$ cat config.mk
export PLATFORM = sky130hd
export DESIGN_NAME = cache_dfp_arbiter
export DESIGN_NICKNAME = d
export VERILOG_FILES = /design/src/rtl/cache_dfp_arbiter.sv
export SDC_FILE = /design/constraint.sdc
export NUM_CORES = 1
export LEC_CHECK = 0
export CORE_AREA = 10 10 531 533
export CTS_BUF_LIST = sky130_fd_sc_hd__clkbuf_16
export CTS_CLUSTER_SIZE = 40
export DETAILED_ROUTE_END_ITERATION = 16
export DIE_AREA = 0 0 541 543
export GPL_ROUTABILITY_DRIVEN = 0
export PLACE_DENSITY = 0.32
export REMOVE_ABC_BUFFERS = 1
export SLEW_MARGIN = 0
export SYNTH_ARGS = -nofsm -noshare
export SYNTH_HDL_FRONTEND = slang
export SYNTH_SLANG_ARGS = --single-unit
$ cat constraint.sdc
create_clock -name clk -period 4.3 [get_ports clk]
set_clock_uncertainty 0.1 [all_clocks]
set_input_delay 0.43 -clock clk [delete_from_list [all_inputs] [get_ports clk]]
set_output_delay 0.43 -clock clk [all_outputs]
set_load 0.05 [all_outputs]
$ cat src/rtl/cache_dfp_arbiter.sv
// Round-robin arbiter sharing one cacheline memory port between the
// instruction cache (read-only) and the data cache (read/write).
// One transaction is in flight at a time; the downstream request is
// registered, and the memory response is routed back to its owner only.
module cache_dfp_arbiter #(
  parameter int ADDR_WIDTH = 32,
  parameter int LINE_WIDTH = 256
) (
  input  logic                  clk,
  input  logic                  rst,
  // icache DFP
  input  logic [ADDR_WIDTH-1:0] i_addr,
  input  logic                  i_read,
  output logic [LINE_WIDTH-1:0] i_rdata,
  output logic                  i_resp,
  // dcache DFP
  input  logic [ADDR_WIDTH-1:0] d_addr,
  input  logic                  d_read,
  input  logic                  d_write,
  input  logic [LINE_WIDTH-1:0] d_wdata,
  output logic [LINE_WIDTH-1:0] d_rdata,
  output logic                  d_resp,
  // memory side
  output logic [ADDR_WIDTH-1:0] m_addr,
  output logic                  m_read,
  output logic                  m_write,
  output logic [LINE_WIDTH-1:0] m_wdata,
  input  logic [LINE_WIDTH-1:0] m_rdata,
  input  logic                  m_resp
);

  typedef enum logic [1:0] {
    IDLE   = 2'd0,
    BUSY_I = 2'd1,
    BUSY_D = 2'd2
  } state_t;

  // Clears the byte offset inside a 32-byte line.
  localparam logic [ADDR_WIDTH-1:0] LINE_MASK = {{(ADDR_WIDTH-5){1'b1}}, 5'b0};

  function automatic logic [ADDR_WIDTH-1:0] line_align(input logic [ADDR_WIDTH-1:0] addr);
    line_align = addr & LINE_MASK;
  endfunction

  state_t                state, state_nxt;
  logic                  last_d, last_d_nxt;   // 1: dcache was granted last
  logic                  req_i, req_d;
  logic                  grant_i, grant_d;
  logic [ADDR_WIDTH-1:0] m_addr_nxt;
  logic                  m_read_nxt, m_write_nxt;
  logic [LINE_WIDTH-1:0] m_wdata_nxt;

  // Requests are only looked at while idle; a tie goes to whoever was not served last.
  always_comb begin
    req_i   = i_read;
    req_d   = d_read | d_write;
    grant_i = (state == IDLE) && req_i && (!req_d || last_d);
    grant_d = (state == IDLE) && req_d && (!req_i || !last_d);
  end

  // Next-state and next memory-request computation.
  always_comb begin
    state_nxt   = state;
    last_d_nxt  = last_d;
    m_addr_nxt  = m_addr;
    m_read_nxt  = m_read;
    m_write_nxt = m_write;
    m_wdata_nxt = m_wdata;
    unique case (state)
      IDLE: begin
        if (grant_i) begin
          state_nxt   = BUSY_I;
          last_d_nxt  = 1'b0;
          m_addr_nxt  = line_align(i_addr);
          m_read_nxt  = 1'b1;
          m_write_nxt = 1'b0;
          m_wdata_nxt = '0;
        end else if (grant_d) begin
          // A writeback takes precedence if both d_read and d_write are high.
          state_nxt   = BUSY_D;
          last_d_nxt  = 1'b1;
          m_addr_nxt  = line_align(d_addr);
          m_read_nxt  = !d_write;
          m_write_nxt = d_write;
          m_wdata_nxt = d_write ? d_wdata : '0;
        end
      end
      BUSY_I, BUSY_D: begin
        if (m_resp) begin
          state_nxt   = IDLE;
          m_addr_nxt  = '0;
          m_read_nxt  = 1'b0;
          m_write_nxt = 1'b0;
          m_wdata_nxt = '0;
        end
      end
      default: begin
        state_nxt   = IDLE;
        m_addr_nxt  = '0;
        m_read_nxt  = 1'b0;
        m_write_nxt = 1'b0;
        m_wdata_nxt = '0;
      end
    endcase
  end

  // State, round-robin pointer and registered memory request.
  always_ff @(posedge clk) begin
    if (rst) begin
      state   <= IDLE;
      last_d  <= 1'b1;
      m_addr  <= '0;
      m_read  <= 1'b0;
      m_write <= 1'b0;
      m_wdata <= '0;
    end else begin
      state   <= state_nxt;
      last_d  <= last_d_nxt;
      m_addr  <= m_addr_nxt;
      m_read  <= m_read_nxt;
      m_write <= m_write_nxt;
      m_wdata <= m_wdata_nxt;
    end
  end

  // Response routing: data goes to both, only the owner's resp qualifies it.
  always_comb begin
    i_rdata = m_rdata;
    d_rdata = m_rdata;
    i_resp  = (state == BUSY_I) && m_resp;
    d_resp  = (state == BUSY_D) && m_resp;
  end

endmodule
# After elaboration in Yosys (flattened, before gate mapping)
# Index checks and enable logic that the tools add are counted.
# classes
n_addsub,0
mul,0
div,0
magnitude_cmp,0
eq_ne,4
shift,0
muxes,22
bitwise_logic,1
reduce_logical,17
# ops
operator,count
2-to-1 mux 256 bit,4
one-hot mux 256 bit (2 select lines),1
2-to-1 mux 32 bit,3
one-hot mux 32 bit (2 select lines),1
2-to-1 mux 1 bit,7
logical AND 1 bit,6
2-to-1 mux 2 bit,3
logical NOT 1 bit,4
one-hot mux 1 bit (2 select lines),2
one-hot mux 2 bit (2 select lines),1
AND reduction 2 bit,2
inequality test 3 bit (second input constant),1
== test 2 x 1 -> 1 bit (second input constant),1
== test 2 bit (second input constant),1
logical NOT 2 bit,1
logical OR 1 bit,2
inequality test 2 bit (second input constant),1
nonzero test 2 bit,1
OR reduction 2 bit,1
OR 1 bit,1
# totals
regBits,293
latchBits,0
ram_bits,0
romBits,0
input_bits,582
out_inout_bits,804
word_cells,50
n_memories,0

# Depth between registers and ports, before layout
# Gate-level depths: netlist of run 1.
# logic_depth
word_depth,6
mapped_depth,9
depth_no_buf,6

# Worst setup path after synthesis of run 1
# OpenSTA, ideal clock, no wires.
# synth_timing
path_type,register -> register
from,register state[0]
to,register m_addr[21]
setup_ps,69
t_arrival_ps,1796
t_required_ps,4131
path_slack_ps,2335
stages_incl_launch_ff,9
path_buffers,2
synth_period_minus_slack_ps,1965
path_cell_list,dfxtp_1 inv_1 ha_1 nor2b_1 or3_1 or2_1 clkbuf_1 buf_6 o21ai_1
# synth_via
elab_chain_cells,5
elab_cells_between_ends,13
classes_between,eq/ne: 4; mux: 2; reduce/logical: 7
# synth_lines
item,line_no,rtl
"start, declared",45,"state_t state, state_nxt;"
"start signal, assigned",117,state <= state_nxt;
logical NOT 2 bit,"57, 58, 69",
logical AND 1 bit (on tied branches) (2 in series),"57, 58",
2-to-1 mux 32 bit / inequality test 3 bit (equally long branches),--,
one-hot mux 32 bit (2 select lines) / AND reduction 2 bit (equally long branches),--,
"end signal, assigned",119,m_addr <= m_addr_nxt;
"end, declared",24,"output logic [ADDR_WIDTH-1:0] m_addr,"
# Parallel ways exist; a longest one is shown, timed or not.
# A chain may end at the register's enable or synchronous reset.

# Final worst setup path of run 1
# layout_timing
from,register state[0]
to,output port d_resp
# layout_via
elab_chain_cells,2
# layout_lines
item,line_no,rtl
== test 2 bit,131,d_resp = (state == BUSY_D) && m_resp;
logical AND 1 bit,131,
"end, declared",22,"output logic d_resp,"
# Every way passes these cells.

==> results.toml, run 1 <==
[setup_path]
crit_path_start_kind = "flip-flop"
crit_path_max_fanout = 3
crit_family = "buffers and inverters"
crit_required_ns = 3.77
cpMaxStageDelayCell = "clkdlybuf4s50_1"
end_kind = "primary output"
path_class = "reg -> out"
worstPathArrival_ns = 2.45
path_buf_inv = 2
path_cells = "inv_1 -> ha_1 -> and2_1 -> clkdlybuf4s50_1"
crit_path_max_incr_delay_ns = 1.06

[pwr]
clkPwrFrac = 0.422
switching_share = 0.360
vdd_drop_max_mv = 0.245
seq_power_share = 0.324
power_density_nw_per_um2 = 420
leakage_nw = 6.56
switchingPower_mw = 3.28
p_total_mw = 9.10
p_comb_frac = 0.254
power.internal_mw = 5.82

[route]
antenna_left = 0
drt_pass1_iterations = 5
remaining_drc_errors = 0
avgRoutedWirePerCell_um = 59.7
drt_iter0_drc = 1561
vias_per_cell = 2.66
wl_um = 310000
vias = 13801

[clock_tree]
cts_max_level = 2
ctsRootBufferMaster = "clkbuf_16"
path_clk_slew_ns = 0.08
cts_buffers = 45
clockBufferDepth = 3
cts_resized = 0
hold_buffers = 0
clock-sinks = 288
cts_tree = "yes"
cts_setup_buffers = 0
insertion_delay_ns = 0.69

[sta]
slew_headroom = 0.289
fin_crit_sh = 0.692
tightest_slew_ns = 1.06
min_period_ns = 2.98
fin_ws_ns = 1.32
rsz0062_at_grt = "no"
report.final.slew_viol_count = 0
fmax_mhz = 336
finalHoldViolCount = 0
setup_violations = 0
tns_ns = 0

[finish]
fin_nets = 2165
area_growth_pct = 56.7
drive_gt1_frac = 0.0514
multi_input_area_um2 = 3730
fillCellCount = 31530
stdcell_count = 5189
seq_area_um2 = 5770
final_core_util = 0.0801

[worst_hold_path]
hp-class = "in -> reg"

[floorplan]
num_rows = 191
io_pins = 1386
die-area_um2 = 294000
initial_core_util = 0.0511
die_y_um = 543
coreArea_um2 = 271000
die_w_um = 541

[synth]
syn_area_um2 = 13800
synth.avg_cell_area_um2 = 9.05
syn_inst = 1528
synthTopCellsByCount = "buf_4 (522), dfxtp_1 (288), nor2_1 (259)"
synth_seq_cells = 288
yosysTopAreaCellShare = 0.417
synth_top_cell_by_area = "dfxtp_1"
synth_area_leaders = "dfxtp_1 (42%), buf_4 (28%), a22oi_1 (14%)"
yosysUniqueCellTypes = 27
synth-edff-count = 0
yosysMostFrequentCell = "buf_4"
ys_warn_count = 0
yosysSeqAreaShare = 0.417
ys.flop_type = "dfxtp_1"
synthArstFlopShare = 0

[placement]
hpwl_um = 274000
pre_cts_slack_ns = 1.32
placed_cells = 5103
portBuffers = 602

[global_routing]
grt_pass1_vias = 12076
grt_max_degree = 109
grt_use_total = 0.201
grt-ovfl-total = 0
grt_first_pass_wirelength_um = 339000
grt_antenna_before_repair = 133

[run]
maxCapViolations = 0

[status]
status = "completed"
==> cells by family after synthesis <==
logic type | synth area share
multiplexers | 0.0204
adder cells (fa/ha/maj) | 0.00272
AO/OA/AOI/OAI | 0.155
AND/OR/NAND/NOR | 0.0889
flip-flops | 0.417
other | 0.000271
buffers and inverters | 0.315
==> metal layers <==
| layer | vias to the layer above | GRT usage | wire [µm] |
|---|---|---|---|
| li1 | 4771 | - | - |
| met1 | 6176 | 0.120 | 67000 |
| met2 | 2377 | 0.315 | 135000 |
| met3 | 426 | 0.270 | 85900 |
| met4 | 51 | 0.0766 | 15500 |
| met5 | - | 0.156 | 6570 |
==> layout by cell type, fill, tap and decap left out, types with 5 or more instances in the layout <==
cell type        instances
clkbuf_16               45
conb_1                   5
o21ai_1                 20
nor2_1                 259
dfxtp_1                288
inv_1                   15
buf_4                    9
o21ai_0                  7
clkinv_1                 8
bufinv_16                5
buf_12                   7
diode_2                  5
a22oi_1                256
mux2i_1                 27
clkdlybuf4s50_1        599
nand3b_1                27
==> metrics by stage <==
| stage | hold WS, ns | area (µm²) |
|---|---|---|
| after floorplan | 0.343 | 9490 |
| after global placement | 0.354 | 20200 |
| after detailed placement | 0.358 | 20200 |
| after CTS | 0.112 | 21600 |
| after global routing | 0.0828 | 21700 |
| final | 0.121 | 21700 |
==> worst reg2reg max path, delay by kind of cell (launching register included) <==
kind,cells,cell delay [ns]
flops,1,0.34
fa+ha+maj,1,0.28
buf+inv,3,0.83
simple gates,2,0.31
compound gates,2,0.88
==> power groups by stage <==
stage               Combinational [mW]  Clock, mW  Sequential [mW]
finish                            2.31       3.84             2.95
global placement                  2.38          0             3.00
detailed placement                2.37          0             3.00
global route                      2.48       4.12             2.97
floorplan                        0.551          0             3.58
CTS                               2.38       4.06             2.95
==> cell type report <==
| class | count | area share |
|---|---|---|
| antenna | 5 | 0.000578 |
| clock buffer | 45 | 0.0520 |
| clock inverter | 36 | 0.0150 |
| inverter | 4 | 0.000693 |
| multi-input combinational | 625 | 0.172 |
| sequential | 288 | 0.266 |
| tap | 3570 | 0.206 |
| timing repair buffer | 616 | 0.287 |
==> flip-flops by register name, indices dropped and copies added (netlist names) <==
signal / flops
m_wdata: 256
m_addr: 27
state: 2
last_d: 1
m_read: 1
m_write: 1
==> worst paths after layout <==
kind | from | end | slack, ns | depth (start not counted)
setup / recovery | state[0] | d_resp | 1.32 | 4
hold / removal | rst | state[0] | 0.12 | 2
setup reg to reg | state[0] | m_wdata[101] | 1.43 | 8
hold reg to reg | m_read | m_read | 0.37 | 2
Power figures use the tool's default switching activity.
==> run 2: changes to the inputs <==
CORE_AREA = 10 10 529 531   (was 10 10 531 533)
DIE_AREA = 0 0 539 541   (was 0 0 541 543)
clock period = 2.41 ns   (was 4.3 ns; I/O delays follow)
==> run 2 against run 1 <==
Compared with the run above: sequential share of layout area shrank 0.28 points; flip-flop and latch count is the same; count of clock-buffer cells in the layout shrank 3; final area grew 1.1%; non-clock buffer count grew 56; register-to-register slack lost 1.3 ns; global-route usage grew 0.25 points; setup slack lost 1.1 ns; die area shrank 0.74%; sequential power grew 78%; core utilization grew 0.11 points; wire length grew 1.3%; critical endpoint is now m_wdata[178].
==> results.toml, run 2 (synthesis results as in run 1) <==
[status]
status = "completed"

[route]
remaining_drc_errors = 0
vias_per_cell = 2.69
drt_pass1_iterations = 5
drt_iter0_drc = 1475
wl_met3_um = 86800
vias = 14067
drt-met1-wl_um = 66900
avgRoutedWirePerCell_um = 59.8
antenna_left = 0
wl_um = 313000
dr_wl_met2_um = 138000
top_layer_used = "met5"

[setup_path]
end_kind = "flip-flop"
path_depth = 9
cpMaxStageDelayCell = "dfxtp_1"
crit_family = "buffers and inverters"
crit_path_max_fanout = 22
path_buf_inv = 4
path_cells = "inv_1 -> ha_1 -> nor2b_2 -> a2111oi_4 -> buf_12 -> buf_16 -> buf_12 -> a22oi_1 -> nor2_1"
crit_required_ns = 2.86
r2r_cells = 9
worstPathArrival_ns = 2.68
path_class = "reg -> reg"
crit_path_start_kind = "flip-flop"
crit_path_max_incr_delay_ns = 0.35
cp_common_cell = "buf_12"

[floorplan]
io_pins = 1386
die-area_um2 = 292000
die_y_um = 541
coreArea_um2 = 270000
num_rows = 191
initial_core_util = 0.0513
die_w_um = 539

[finish]
seq_area_um2 = 5770
reg_top3 = "m_wdata: 256 flops, m_addr: 27 flops, state: 2 flops"
largest_reg_flops = 256
stdcell_count = 5238
fillCellCount = 31449
registers.top_by_ff_count = "m_wdata"
drive_gt1_frac = 0.179
area_growth_pct = 58.4
multi_input_area_um2 = 3730
final_area_um2 = 21900
final_common_cell = "clkdlybuf4s50_1"
fin_nets = 2218
final_cell_mix = "clkdlybuf4s50_1 (437), dfxtp_1 (288), nor2_1 (259), a22oi_1 (256), buf_4 (202)"

[clock_tree]
cts_buffers = 42
clock-sinks = 288
cts_tree = "yes"
path_clk_slew_ns = 0.06
ctsRootBufferMaster = "clkbuf_16"
clockBufferDepth = 3
insertion_delay_ns = 0.65
cts_max_level = 2

[sta]
whs_ns = 0.115
finalHoldViolCount = 0
fmax_mhz = 448
report.final.slew_viol_count = 0
rsz0062_at_grt = "no"
slew_headroom = 0.599
tightest_slew_ns = 0.600
min_period_ns = 2.23
setup_violations = 0
fin_crit_sh = 0.926

[global_routing]
grt_pass1_vias = 12041
grt_use_total = 0.204
grt_first_pass_wirelength_um = 342000
grt-ovfl-total = 0
grt_antenna_before_repair = 143
grt_max_degree = 74

[pwr]
power_density_nw_per_um2 = 742
leakage_nw = 7.19
clkPwrFrac = 0.396
switchingPower_mw = 5.84
power.internal_mw = 10.4
p_comb_frac = 0.280
vdd_drop_max_mv = 0.501
seq_power_share = 0.324
switching_share = 0.359

[placement]
portBuffers = 602
hpwl_um = 279000
placed_cells = 5148
placed_area_um2 = 20200

[worst_hold_path]
hold_depth = 3
hp-class = "in -> reg"

[run]
maxCapViolations = 0
[run 2: cell count changes in the layout (fill, tap and decap cells not counted), sizes merged, moves of 2 or more]
| cell | previous run | this run |
|---|---|---|
| inv | 18 | 16 |
| clkbuf | 45 | 48 |
| clkdlybuf4s50 | 599 | 437 |
| buf | 17 | 228 |
| clkinvlp | 1 | 4 |
| clkinv | 16 | 10 |
[run 2: worst paths after layout]
| check | startpoint | to | slack [ns] |
|---|---|---|---|
| max | state[1] | m_wdata[178] | 0.18 |
| min | d_wdata[129] | m_wdata[129] | 0.12 |
| max reg2reg | state[1] | m_wdata[178] | 0.18 |
| min reg2reg | m_read | m_read | 0.36 |
[run 2: power groups by stage]
stage / logic (mW) / registers (mW) / clock network, mW
floorplan: 0.982 / 6.39 / 0
global placement: 4.43 / 5.35 / 0
detailed placement: 4.42 / 5.36 / 0
CTS: 4.48 / 5.26 / 6.76
global route: 4.84 / 5.30 / 6.91
finish: 4.54 / 5.26 / 6.44
[run 2: area by class of cell]
cell class / count / area share
multi-input cells: 625 / 0.171
repair buffers: 672 / 0.299
flip-flops and latches: 288 / 0.263
diodes: 6 / 0.000686
inverters: 4 / 0.000686
clock inverters: 31 / 0.0139
well taps: 3570 / 0.204
clock buffers: 42 / 0.0480
[run 2: metal layers]
metal / track usage / up-vias
met3: 0.273 / 441
li1: - / 4869
met2: 0.323 / 2475
met4: 0.0750 / 50
met1: 0.120 / 6232
met5: 0.153 / -
[run 2: what timing repair did]
| item | CTS | global route |
|---|---|---|
| cloned | 1 | 8 |
| hold buffers | 1 | 0 |
| buffers inserted | 1 | 0 |
| hold endpoints to repair | 28 | 0 |
| setup endpoints to repair | 2 | 194 |
| resized for setup | 0 | 11 |
| pin swaps | 1 | 1 |
[run 2: metrics by stage]
stage	total power [mW]	setup slack, ns	utilization	setup TNS [ns]
2_1_floorplan	7.38	-5.54	-	-1519.20
3_3_place_gp	9.79	0.0470	0.0751	0
3_5_place_dp	9.78	0.0247	0.0751	0
4_1_cts	16.5	0.0131	0.0804	0
5_1_grt	17.0	0.0331	0.0812	0
6_report	16.2	0.177	0.0812	0
[run 2: worst register-to-register path, stage by stage, from the launching register on]
cell	delay (ns)
dfxtp_1	0.35
inv_1	0.08
ha_1	0.27
nor2b_2	0.19
a2111oi_4	0.25
buf_12	0.21
buf_16	0.19
buf_12	0.30
a22oi_1	0.11
nor2_1	0.09
==> run 3: changes to the inputs <==
CAP_MARGIN = 20   (was default)
MAX_ROUTING_LAYER = met4   (was default)
==> run 3 against run 2 <==
Compared with the run above: final area barely moved; fmax hardly changed; via count is 0.15% lower; core utilization is essentially flat; flip-flop and latch count stayed put; clock power is essentially flat; hold slack better by 0.0059 ns; sequential share of layout area is essentially flat; count of clock-buffer cells in the layout unchanged; total power is 0.11% lower.
==> results.toml, run 3 (synthesis results as in run 1) <==
[finish]
reg_top3 = "m_wdata: 256 flops, m_addr: 27 flops, state: 2 flops"
area_growth_pct = 58.4
multi_input_area_um2 = 3730
final_common_cell = "clkdlybuf4s50_1"
fillCellCount = 31439
drive_gt1_frac = 0.178
final_cell_mix = "clkdlybuf4s50_1 (437), dfxtp_1 (288), nor2_1 (259), a22oi_1 (256), buf_4 (201)"
fin_nets = 2217
registers.top_by_ff_count = "m_wdata"
largest_reg_flops = 256
stdcell_count = 5244
seq_area_um2 = 5770

[floorplan]
coreArea_um2 = 270000
die_y_um = 541
num_rows = 191
initial_core_util = 0.0513
io_pins = 1386
die_w_um = 539
die-area_um2 = 292000

[route]
drt_pass1_iterations = 5
wl_um = 314000
remaining_drc_errors = 0
vias_per_cell = 2.68
antenna_left = 0
vias = 14046
avgRoutedWirePerCell_um = 59.8
drt_iter0_drc = 1247

[global_routing]
grt_antenna_before_repair = 144
grt_use_total = 0.210
grt_first_pass_wirelength_um = 343000
grt-ovfl-total = 0
grt_max_degree = 74
grt_pass1_vias = 12044

[clock_tree]
path_clk_slew_ns = 0.06
insertion_delay_ns = 0.65
cts_tree = "yes"
cts_max_level = 2
clockBufferDepth = 3
cts_buffers = 42
clock-sinks = 288
ctsRootBufferMaster = "clkbuf_16"

[setup_path]
cpMaxStageDelayCell = "dfxtp_1"
r2r_cells = 9
crit_required_ns = 2.86
crit_start = "state[1]"
crit_path_max_fanout = 8
path_class = "reg -> reg"
r2r_end = "m_wdata[220]"
path_cells = "inv_1 -> ha_1 -> nor2b_2 -> a2111oi_4 -> buf_12 -> buf_16 -> buf_6 -> a22oi_1 -> nor2_1"
end_kind = "flip-flop"
endpoint = "m_wdata[220]"
crit_family = "buffers and inverters"
r2r_slack_ns = 0.18
crit_path_max_incr_delay_ns = 0.35
worstPathArrival_ns = 2.68
path_buf_inv = 4
crit_path_start_kind = "flip-flop"
path_depth = 9
r2r_start = "state[1]"

[status]
status = "completed"

[sta]
fin_crit_sh = 0.927
slew_headroom = 0.599
report.final.slew_viol_count = 0
tns_ns = 0
finalHoldViolCount = 0
rsz0062_at_grt = "no"
fmax_mhz = 447
whs_ns = 0.121
tightest_slew_ns = 0.599
setup_violations = 0
min_period_ns = 2.23

[placement]
hpwl_um = 279000
placed_cells = 5148
portBuffers = 602

[pwr]
leakage_nw = 7.19
vdd_drop_max_mv = 0.489
power_density_nw_per_um2 = 741

[run]
maxCapViolations = 0

[worst_hold_path]
hp-class = "in -> reg"
[run 3: cell count changes in the layout (fill, tap and decap cells not counted), sizes merged]
cell	delta
diode	+7
clkbuf	-1
[run 3: cell type report]
| cell class | instances | area share |
|---|---|---|
| Clock buffer | 42 | 0.0480 |
| Inverter | 4 | 0.000686 |
| Sequential cell | 288 | 0.263 |
| Clock inverter | 31 | 0.0139 |
| Tap cell | 3570 | 0.204 |
| Timing Repair Buffer | 671 | 0.298 |
| Antenna cell | 13 | 0.00149 |
| Multi-Input combinational cell | 625 | 0.170 |
[run 3: worst min path at each step]
| stage | startpoint | to | slack, ns | depth (start not counted) |
|---|---|---|---|---|
| 2_1_floorplan | rst | m_read | 0.21 | 1 |
| 3_3_place_gp | m_read | m_read | 0.35 | 2 |
| 3_5_place_dp | m_read | m_read | 0.35 | 2 |
| 4_1_cts | d_wdata[194] | m_wdata[194] | 0.05 | 3 |
| 5_1_grt | d_wdata[129] | m_wdata[129] | 0.09 | 3 |
| 6_report | d_wdata[129] | m_wdata[129] | 0.12 | 3 |
[run 3: where the power goes]
group          internal (mW)  switching (mW)
Clock                   3.71            2.73
Combinational           1.61            2.91
Sequential              5.08           0.182
Total                   10.4            5.82
[run 3: what timing repair did]
| item | 4_1_cts | 5_1_grt |
|---|---|---|
| hold buffers | 1 | 0 |
| endpoints found under the setup margin | 2 | 194 |
| endpoints found under the hold margin | 28 | 0 |
| gates cloned | 1 | 7 |
| gates resized for setup | 0 | 14 |
| pin swaps | 1 | 1 |
| buffers inserted | 1 | 0 |
[run 3: tightest hold or removal path, delay by kind of cell]
family	cells	cell delay, ns
buffers and inverters	1	0.45
AND/OR/NAND/NOR	1	0.08
AO/OA/AOI/OAI	1	0.07
[run 3: stage by stage]
stage	setup WS, ns	util	total power, mW	instance area (µm²)
2_1_floorplan	-5.54	-	7.38	9490
3_3_place_gp	0.0470	0.0751	9.79	20200
3_5_place_dp	0.0247	0.0751	9.78	20200
4_1_cts	0.0131	0.0804	16.5	21700
5_1_grt	0.0646	0.0812	17.0	21900
6_report	0.175	0.0812	16.2	21900
[run 3: routing by layer]
layer / vias to the layer above / track usage / share of wire
li1: 4877 / - / -
met1: 6275 / 0.125 / 0.22
met2: 2522 / 0.332 / 0.45
met3: 372 / 0.284 / 0.28
met4: 0 / 0.0611 / 0.040
met5: - / - / 0
